--- src/rtl/int_return_unit_pkg.sv ---
`default_nettype none
// ============================================================================
//  Module      : int_return_unit_pkg
//  Description : Shared definitions for the interrupt return unit: FSM
//                state encoding, default widths, well-known interrupt
//                vectors/priorities and a small sizing helper.
//  Revision    : 1.0 - initial release
// ============================================================================
package int_return_unit_pkg;

    // Default widths
    localparam int DEF_AW = 32;     // PC / vector width
    localparam int DEF_PW = 2;      // priority width, 0 = masked

    // FSM state encoding
    localparam int ST_W = 2;
    typedef logic [ST_W-1:0] state_t;
    localparam state_t ST_IDLE   = 2'd0;
    localparam state_t ST_ENTER  = 2'd1;
    localparam state_t ST_RETURN = 2'd2;

    // Handler entry points shared with the interrupt controller
    localparam logic [DEF_AW-1:0] VEC_SYSCALL = 32'h0000_0040;
    localparam logic [DEF_AW-1:0] VEC_BUTTON  = 32'h0000_0080;

    // Source priorities
    localparam logic [DEF_PW-1:0] PRI_SYSCALL = 2'd1;
    localparam logic [DEF_PW-1:0] PRI_BUTTON  = 2'd2;

    // Width of a counter able to hold 0..d inclusive (d a power of two)
    function automatic int depth_w(input int d);
        return $clog2(d) + 1;
    endfunction

endpackage : int_return_unit_pkg
`default_nettype wire

--- src/rtl/int_return_unit_epc.sv ---
`default_nettype none
// ============================================================================
//  Module      : epc_stack
//  Description : DEPTH x DW LIFO holding {resume PC, priority} entries of
//                nested interrupts. Registered storage, combinational top.
//  Ports       : clk, rst      - clock, asynchronous active-high reset
//                i_push/i_din  - write i_din as new top (ignored when full)
//                i_pop         - discard top entry (ignored when empty)
//                o_top         - current top entry (undefined when empty)
//                o_count       - number of stored entries, 0..DEPTH
//                o_full/o_empty- occupancy flags
//  Revision    : 1.0 - initial release
// ============================================================================
module epc_stack #(
    parameter int DEPTH = 4,
    parameter int DW    = 34
) (
    input  logic                     clk,
    input  logic                     rst,
    input  logic                     i_push,
    input  logic                     i_pop,
    input  logic [DW-1:0]            i_din,
    output logic [DW-1:0]            o_top,
    output logic [$clog2(DEPTH):0]   o_count,
    output logic                     o_full,
    output logic                     o_empty
);

    localparam int                c_IW      = $clog2(DEPTH);
    localparam logic [c_IW-1:0]   c_IDX_ONE = 1;
    localparam logic [c_IW:0]     c_CNT_ONE = 1;
    localparam logic [c_IW:0]     c_FULL    = (c_IW+1)'(DEPTH);

    logic [DW-1:0]   r_mem [DEPTH];
    logic [c_IW:0]   r_count;
    logic [c_IW-1:0] w_wr_idx;
    logic [c_IW-1:0] w_top_idx;
    logic            w_do_push;
    logic            w_do_pop;

    // The low bits of the count address the next free slot; one below is
    // the top. At count==DEPTH the low bits wrap to 0, so top = DEPTH-1.
    assign w_wr_idx  = r_count[c_IW-1:0];
    assign w_top_idx = w_wr_idx - c_IDX_ONE;

    assign o_full    = (r_count == c_FULL);
    assign o_empty   = (r_count == '0);
    assign o_count   = r_count;
    assign o_top     = r_mem[w_top_idx];

    // Pop takes precedence if both are ever requested together; the
    // controlling FSM never does that.
    assign w_do_pop  = i_pop && !o_empty;
    assign w_do_push = i_push && !o_full && !w_do_pop;

    always_ff @(posedge clk or posedge rst) begin
        if (rst) begin
            r_count <= '0;
        end else if (w_do_push) begin
            r_count <= r_count + c_CNT_ONE;
        end else if (w_do_pop) begin
            r_count <= r_count - c_CNT_ONE;
        end
    end

    // Contents need no reset: an entry is only read after it was written.
    always_ff @(posedge clk) begin
        if (w_do_push) begin
            r_mem[w_wr_idx] <= i_din;
        end
    end

endmodule : epc_stack
`default_nettype wire

--- src/rtl/int_return_unit.sv ---
`default_nettype none
// ============================================================================
//  Module      : int_return_unit
//  Description : Interrupt responder. Accepts a pending interrupt, saves the
//                resume PC on a nested EPC stack and redirects the pipeline to
//                the handler vector; on RTI pops the stack and redirects back.
//  Ports       : clk, rst             - clock, asynchronous active-high reset
//                i_ie                 - global interrupt enable
//                i_int_req/vec/pri    - pending request from the controller
//                i_resume_pc          - address to resume at after handler
//                i_rti                - RTI decoded in the IR stage (pulse)
//                o_int_ack            - request accepted (pulse)
//                o_flush              - bubble IR/ALU stages (pulse)
//                o_redirect_valid/pc  - PC redirect (pulse + target)
//                o_cur_pri            - priority of active handler, 0 if none
//                o_depth              - current nesting level
//                o_rti_err            - RTI with empty stack (pulse)
//  Revision    : 1.0 - initial release
// ============================================================================
module int_return_unit
    import int_return_unit_pkg::*;
#(
    parameter int DEPTH = 4,
    parameter int AW    = DEF_AW,
    parameter int PW    = DEF_PW
) (
    input  logic                        clk,
    input  logic                        rst,
    input  logic                        i_ie,
    input  logic                        i_int_req,
    input  logic [AW-1:0]               i_int_vec,
    input  logic [PW-1:0]               i_int_pri,
    input  logic [AW-1:0]               i_resume_pc,
    input  logic                        i_rti,
    output logic                        o_int_ack,
    output logic                        o_flush,
    output logic                        o_redirect_valid,
    output logic [AW-1:0]               o_redirect_pc,
    output logic [PW-1:0]               o_cur_pri,
    output logic [depth_w(DEPTH)-1:0]   o_depth,
    output logic                        o_rti_err
);

    localparam int c_DW = AW + PW;
    localparam int c_CW = depth_w(DEPTH);

    // ------------------------------------------------------------------
    // Signals
    // ------------------------------------------------------------------
    state_t            r_state;
    state_t            w_next_state;
    logic [AW-1:0]     r_target;

    logic [c_DW-1:0]   w_stk_top;
    logic [c_CW-1:0]   w_stk_count;
    logic              w_stk_full;
    logic              w_stk_empty;

    logic              w_idle;
    logic              w_accept;
    logic              w_rti_ok;
    logic              w_rti_err;
    logic [PW-1:0]     w_cur_pri;
    logic [AW-1:0]     w_top_epc;

    // ------------------------------------------------------------------
    // EPC stack: each entry is {resume_pc, priority}
    // ------------------------------------------------------------------
    epc_stack #(
        .DEPTH   (DEPTH),
        .DW      (c_DW)
    ) u_epc_stack (
        .clk     (clk),
        .rst     (rst),
        .i_push  (w_accept),
        .i_pop   (w_rti_ok),
        .i_din   ({i_resume_pc, i_int_pri}),
        .o_top   (w_stk_top),
        .o_count (w_stk_count),
        .o_full  (w_stk_full),
        .o_empty (w_stk_empty)
    );

    // The active priority is simply the priority stored with the top
    // entry, so push and pop update it in the same edge as the depth.
    assign w_cur_pri = w_stk_empty ? '0 : w_stk_top[PW-1:0];
    assign w_top_epc = w_stk_top[c_DW-1:PW];

    // ------------------------------------------------------------------
    // Decision logic (only IDLE may accept or return)
    // ------------------------------------------------------------------
    // Gating with rst keeps the combinational pulses quiet during reset.
    assign w_idle    = (r_state == ST_IDLE) && !rst;

    assign w_rti_ok  = w_idle && i_rti && !w_stk_empty;
    assign w_rti_err = w_idle && i_rti &&  w_stk_empty;

    // RTI has priority over a simultaneous request; the request is held by
    // the controller and re-evaluated once the return has completed.
    assign w_accept  = w_idle && i_int_req && i_ie && !i_rti &&
                       (i_int_pri > w_cur_pri) && !w_stk_full;

    // ------------------------------------------------------------------
    // FSM: state register
    // ------------------------------------------------------------------
    always_ff @(posedge clk or posedge rst) begin
        if (rst) begin
            r_state <= ST_IDLE;
        end else begin
            r_state <= w_next_state;
        end
    end

    // ------------------------------------------------------------------
    // FSM: next-state logic
    // ------------------------------------------------------------------
    always_comb begin
        w_next_state = ST_IDLE;
        case (r_state)
            ST_IDLE: begin
                if (w_rti_ok) begin
                    w_next_state = ST_RETURN;
                end else if (w_accept) begin
                    w_next_state = ST_ENTER;
                end else begin
                    w_next_state = ST_IDLE;
                end
            end
            ST_ENTER:  w_next_state = ST_IDLE;
            ST_RETURN: w_next_state = ST_IDLE;
            default:   w_next_state = ST_IDLE;
        endcase
    end

    // ------------------------------------------------------------------
    // FSM: outputs
    // ------------------------------------------------------------------
    always_comb begin
        o_flush          = 1'b0;
        o_redirect_valid = 1'b0;
        o_redirect_pc    = '0;
        case (r_state)
            ST_ENTER, ST_RETURN: begin
                o_flush          = 1'b1;
                o_redirect_valid = 1'b1;
                o_redirect_pc    = r_target;
            end
            default: begin
                o_flush          = 1'b0;
                o_redirect_valid = 1'b0;
                o_redirect_pc    = '0;
            end
        endcase
    end

    // Redirect target: vector on accept, saved EPC on return. Sampling
    // happens only in the decision cycle, so later input changes are moot.
    always_ff @(posedge clk or posedge rst) begin
        if (rst) begin
            r_target <= '0;
        end else if (w_rti_ok) begin
            r_target <= w_top_epc;
        end else if (w_accept) begin
            r_target <= i_int_vec;
        end
    end

    assign o_int_ack = w_accept;
    assign o_rti_err = w_rti_err;
    assign o_cur_pri = w_cur_pri;
    assign o_depth   = w_stk_count;

endmodule : int_return_unit
`default_nettype wire

--- config.mk ---
export PLATFORM = sky130hd
export DESIGN_NAME = int_return_unit
export DESIGN_NICKNAME = d
export VERILOG_FILES = /design/src/rtl/int_return_unit_pkg.sv /design/src/rtl/int_return_unit_epc.sv /design/src/rtl/int_return_unit.sv
export SDC_FILE = /design/constraint.sdc
export NUM_CORES = 1
export LEC_CHECK = 0
export CAP_MARGIN = 20
export CORE_AREA = 8 8 131 133
export DETAILED_ROUTE_END_ITERATION = 7
export DIE_AREA = 0 0 139 141
export GPL_TIMING_DRIVEN = 0
export HOLD_SLACK_MARGIN = 0.05
export PLACE_DENSITY = 0.75
export SYNTH_ARGS = -nofsm -noshare
export SYNTH_HDL_FRONTEND = slang
export SYNTH_SLANG_ARGS = --single-unit
--- constraint.sdc ---
create_clock -name clk -period 4.3 [get_ports clk]
set_input_delay 0.86 -clock clk [delete_from_list [all_inputs] [get_ports clk]]
set_output_delay 0.86 -clock clk [all_outputs]
set_load 0.01 [all_outputs]
After elaboration in Yosys (flattened, before gate mapping)
Memory sizes are Yosys's and may differ from the RTL's.
Cells that the tools add are included.

word-level totals
  bits in registers = 37
  bits in writable memories = 136
  bits of input ports = 71
  output and inout port bits = 41
  logic and storage cells = 45
  memories = 1

memories
  memory             depth  bits a word  read ports  clocked after memory_dff  write ports  RTL line                   source
  u_epc_stack.r_mem  4      34           1           0                         1            int_return_unit_epc.sv:34  logic [DW-1:0] r_mem [DEPTH];

operators by class
  add/subtract/negate cells = 3
  magnitude comparators = 1
  eq/ne operators = 3
  mux-type cells = 12
  reductions and logical operators = 22

operators by type and width
  operator             number
  $mux 32              3
  $logic_and 1x1->1    12
  $mux 2               3
  $mux 3               2
  $logic_not 1->1      5
  $mux 1               4
  $reduce_bool 2->1    2
  $add 3x1->3 const B  1
  $eq 3x3->1 const B   1
  $logic_not 3->1      1
  $sub 3x1->3 const B  1
  $eq 2x1->1 const B   1
  $eq 2x2->1 const B   1
  $gt 2x2->1           1
  $logic_not 2->1      1
  $reduce_or 2->1      1
  $sub 2x1->2 const B  1

Logic depth before layout (Yosys ltp)
  depth after elaboration = 11
  depth in mapped cells = 21
  gate-level depth less buffers = 14

By module
A second synthesis with hierarchy kept.

unflattened totals
  cell total of the unflattened synthesis = 383
  area total of the unflattened synthesis = 7453.4 µm²

modules (own cells, without submodules)
  module           instances  cells an instance  area an instance (µm²)  sequential area each (µm²)
  epc_stack        1          221                5295.1                  4159.0
  int_return_unit  1          162                2158.3                  850.8

Worst setup path before layout
Ideal clock, no wire load.

  kind = register to register
  start point = register u_epc_stack.r_count[0] (netlist: u_epc_stack.o_count[0])
  end point = register u_epc_stack.r_count[2] (netlist: u_epc_stack.o_count[2])
  library setup time = 0.079 ns
  arrival = 4.233 ns
  required time = 4.221 ns
  path slack = -0.012 ns
  stages on the path, launching flop included = 20
  path buffers = 7
  period minus slack after synthesis = 4.312 ns
  cell sequence = dfrtp_1 buf_6 buf_12 buf_4 inv_1 ha_1 buf_2 buf_2 buf_2 mux4_2 and2_1 ha_1 nand2_1 and3_1 nand2_1 clkbuf_1 inv_1 fa_1 o31ai_1 xor2_1

between the ends
  longest elaborated chain between the ends = 9
  elaborated cells on any way between the ends = 20
  classes of those cells = add/sub (3); order compare (1); eq/ne (1); mux (3); reduce/logical (11); memory (1)

RTL lines
  item                                                RTL line                   source
  from (decl)                                         int_return_unit_epc.sv:35  logic [c_IW:0] r_count;
  from (signal assigned)                              int_return_unit_epc.sv:60  r_count <= r_count + c_CNT_ONE;
  from (signal assigned)                              int_return_unit_epc.sv:62  r_count <= r_count - c_CNT_ONE;
  $sub 2x1->2 *                                       int_return_unit_epc.sv:44  assign w_top_idx = w_wr_idx - c_IDX_ONE;
  via u_epc_stack.w_top_idx[0]                        int_return_unit_epc.sv:37  logic [c_IW-1:0] w_top_idx;
  $mem_v2 4x34 *                                      n/a
  $mux 2 *                                            int_return_unit.sv:86      assign w_cur_pri = w_stk_empty ? '0 : w_stk_top[PW-1:0];
  via o_cur_pri[0]                                    int_return_unit.sv:39      output logic [PW-1:0] o_cur_pri,
  $gt 2x2->1 *                                        int_return_unit.sv:101     (i_int_pri > w_cur_pri) && !w_stk_full;
  $logic_and 1x1->1 *                                 int_return_unit.sv:100     assign w_accept = w_idle && i_int_req && i_ie && !i_rti &&
  $logic_and 1x1->1 *                                 int_return_unit.sv:101
  $logic_and 1x1->1 * (2 in a row)                    int_return_unit_epc.sv:54  assign w_do_push = i_push && !o_full && !w_do_pop;
  $mux 3 / $reduce_bool 2->1 (equally long branches)  n/a

The timed path passes the listed nets; every way through them passes the cells marked *. The select of a mux whose other input is x is not followed.
A chain may end at the register's enable or synchronous reset.

Worst setup path after layout
  start point = register u_epc_stack.r_count[0] (netlist: u_epc_stack.o_count[0])
  end point = output port o_int_ack

between the ends
  longest elaborated chain between the ends = 6
  elaborated cells on any way between the ends = 9
  classes of those cells = add/sub (1); order compare (1); eq/ne (1); mux (1); reduce/logical (4); memory (1)

RTL lines
  item                          RTL line                   source
  $sub 2x1->2                   int_return_unit_epc.sv:44
  via u_epc_stack.w_top_idx[0]  int_return_unit_epc.sv:37
  $mem_v2 4x34                  n/a
  $mux 2                        int_return_unit.sv:86
  $gt 2x2->1                    int_return_unit.sv:101
  $logic_and 1x1->1             int_return_unit.sv:100
  $logic_and 1x1->1             int_return_unit.sv:101
  to (decl)                     int_return_unit.sv:35      output logic o_int_ack,

The timed path passes the listed nets, and every way through them passes these cells.

==> results.sh <==
export IMPL_cpPeakStageDelay_ns=0.39
export IMPL_die_area_mm2=0.01960
export IMPL_fmax_mhz=237.3
export IMPL_p_leak_nw=3.439
export IMPL_grt_pass1_wl_um=26520
export IMPL_core_area_mm2=0.01498
export IMPL_postLayoutCoreUtil_pct=62.15
export IMPL_slowest_stage="dfrtp_1"
export IMPL_port_buffers=111
export IMPL_initial_core_util_pct=47.64
export IMPL_clockBufferDepth=2
export IMPL_pwr_density_cell_mw_per_mm2=600.7
export IMPL_critPathLaunchType="register"
export IMPL_max_cap_viol_count=0
export IMPL_skew_ns=0.01212
export IMPL_drc=0
export IMPL_clk_pin_slew_ns=0.07
export IMPL_endpoint_kind="primary output"
export IMPL_p_total_mw=5.591
export IMPL_htreeDepth=4
export IMPL_yosysWarnings=0
export IMPL_fillers=1079
export IMPL_yosysUniqueCellTypes=29
export IMPL_wire_per_inst_um=22.34
export IMPL_hold_buffers=0
export IMPL_critPathMaxFanout=14
export IMPL_gr_usage_all_layers_pct=18.00
export IMPL_drt_initial_drc_count=372
export IMPL_post_place_ws_ns=-1.242
export IMPL_report_final_slew_viol_count=0
export IMPL_worstPathRequired_ns=3.44
export IMPL_grt_max_degree=38
export IMPL_netlist_top_cells_count="136 x edfxtp_1, 43 x o211ai_1, 37 x dfrtp_1"
export IMPL_cts_made_buffers=17
export IMPL_fin_crit_ns=4.214
export IMPL_reg2reg_slack_ns=0.40
export IMPL_slew_headroom_pct=41.26
export IMPL_die_w_um=139
export IMPL_vdd_drop_max_uv=349.5
export IMPL_synthCells=418
export IMPL_critPathKind="reg -> out"
export IMPL_setup_tns_ns=0
export IMPL_setup_viol=0
export IMPL_clk_latency_ns=0.42
export IMPL_synth_most_common_cell="edfxtp_1"
export IMPL_tightestPinTransition_ns=0.8799
export IMPL_drive_gt1_share_pct=15.63
export IMPL_area_delta_synth_final_pct=30.44
export IMPL_via_per_inst=5.610
export IMPL_wirelength_um=17090
export IMPL_worstHoldPathType="reg -> reg"
export IMPL_first_pass_iters=5
export IMPL_run_status="complete, no violations"
export IMPL_ys_ff_latch=173
export IMPL_synth_top_area_cell="edfxtp_1"
export IMPL_hold_violations=0
export IMPL_vias=4292
export IMPL_cts_sinks=173
export IMPL_ios=112
export IMPL_ant_nets=0
export IMPL_dieHeight_um=141
export IMPL_synth_edf_count=136
export IMPL_ys_seq_area_share_pct=70.21
export IMPL_syn_nets=497
export IMPL_final_nets=642
export IMPL_yosysTopAreaCellShare_pct=57.23
export IMPL_netlist_top_cells_area="edfxtp_1 57%, dfrtp_1 13%, mux4_2 6.3%"
export IMPL_root_buffer="clkbuf_16"
export IMPL_synthArstFlopShare_pct=21.39
export IMPL_placed_area_mm2=0.008568
export IMPL_synth_avg_cell_area_um2=17.07
export IMPL_num_rows=45
export IMPL_worstPathCellList="buf_8 > buf_12 > inv_2 > ha_1 > buf_12 > mux2_2 > o211ai_1 > ha_1 > nor2b_2 > o2111a_2 > nand2_4 > inv_2 > buf_6 > buf_2"
export IMPL_critPathArrivalTime_ns=3.35
export IMPL_grt_pass1_vias=4675
export IMPL_syn_area_mm2=0.007136
export IMPL_crit_family="buffers and inverters"
export IMPL_cts_tree="done"
export IMPL_crit_buf_inv=7
export IMPL_yosys_most_used_dff="edfxtp_1"
export IMPL_antenna_found_initial=1
export IMPL_grt_overflow_total=0
export IMPL_stdcell_area_mm2=0.009308
export IMPL_dp_hpwl_um=11590
export IMPL_period_share_pct=98.00
export IMPL_layout_setup_ws_ns=0.08601
export IMPL_place_gp_congestion=0.7531
[cell type report]
| class | count | area (um^2) | area share [%] |
|---|---|---|---|
| Antenna cell | 1 | 2.502 | 0.02689 |
| Buffer | 24 | 170.2 | 1.828 |
| Clock buffer | 20 | 436.7 | 4.691 |
| Clock inverter | 12 | 162.7 | 1.748 |
| Inverter | 31 | 116.4 | 1.250 |
| Multi-Input combinational cell | 188 | 1891 | 20.31 |
| Sequential cell | 173 | 5010 | 53.82 |
| Tap cell | 188 | 235.2 | 2.527 |
| Timing Repair Buffer | 128 | 1284 | 13.79 |
[cell families after synthesis]
family / after synthesis / share of synthesized area, %
and+or+nand+nor: 84 / 6.383
adders and majority gates: 8 / 1.508
DFF: 173 / 70.21
AOI/OAI and AO/OA: 58 / 6.523
buffers and inverters: 57 / 3.595
xor gates and xnor gates: 2 / 0.2455
muxes: 36 / 11.54
[where the power goes]
| group | internal (mW) | total (mW) | switching [mW] | leakage (nW) |
|---|---|---|---|---|
| Clock | 0.922 | 1.54 | 0.623 | 0.291 |
| Combinational | 1.04 | 1.95 | 0.907 | 1.46 |
| Sequential | 2.00 | 2.10 | 0.103 | 1.68 |
[worst paths after layout]
check                           depth (start not counted)                                  to                                from
worst max-delay path                                   14                           o_int_ack  u_epc_stack.o_count[0]$_DFFE_PP0P_
worst min-delay path                                    1            r_target[30]$_DFFE_PP0P_            r_target[30]$_DFFE_PP0P_
worst max register to register                         16  u_epc_stack.o_count[2]$_DFFE_PP0P_  u_epc_stack.o_count[0]$_DFFE_PP0P_
worst min register to register                          1            r_target[30]$_DFFE_PP0P_            r_target[30]$_DFFE_PP0P_
max in group asynchronous                               2            r_target[25]$_DFFE_PP0P_                                 rst
min in group asynchronous                               2  u_epc_stack.o_count[0]$_DFFE_PP0P_                                 rst
[repair_timing]
item / in CTS / in global routing
pin swaps: 2 / 1
cloned: 0 / 0
resized for setup: 22 / 6
buffers inserted: 7 / 6
setup endpoints to repair: 161 / 1
[stage by stage]
step	std cells	hold WS [ns]
floorplan	418	0.4704
global placement	717	0.4897
detailed placement	721	0.4859
CTS	759	0.5085
global route	765	0.5182
finish	765	0.5085
[registers in the layout, summed over array words and instances (netlist names)]
name and flops:
u_epc_stack.r_mem 136, r_target 32, u_epc_stack.o_count 3, r_state 2
[layer usage]
| metal | global-route usage, % | wire, um |
|---|---|---|
| met3 | 4.524 | 1069 |
| met5 | 0 | 0 |
| met1 | 21.04 | 6726 |
| met2 | 30.47 | 8966 |
| met4 | 9.128 | 325 |
[placed cells by master, fill, tap and decap left out, types with 2 or more instances in the layout]
cell type        count
bufinv_16            3
clkdlybuf4s50_1    110
and3_2               4
inv_6                2
mux4_1              13
nand3_1              2
and2_1              33
ha_1                 7
clkbuf_1            16
a221o_1             11
inv_2                3
and3_1              11
buf_4               15
clkinv_2             2
buf_12               7
clkbuf_2             2
mux2i_1              2
clkbuf_16           17
o211ai_1            43
edfxtp_1           136
dfrtp_1             37
inv_1               28
nand2_1             27
buf_2                3
mux4_2              20
clkinv_4             3
nor2b_1              2
Power figures use the tool's default switching activity.
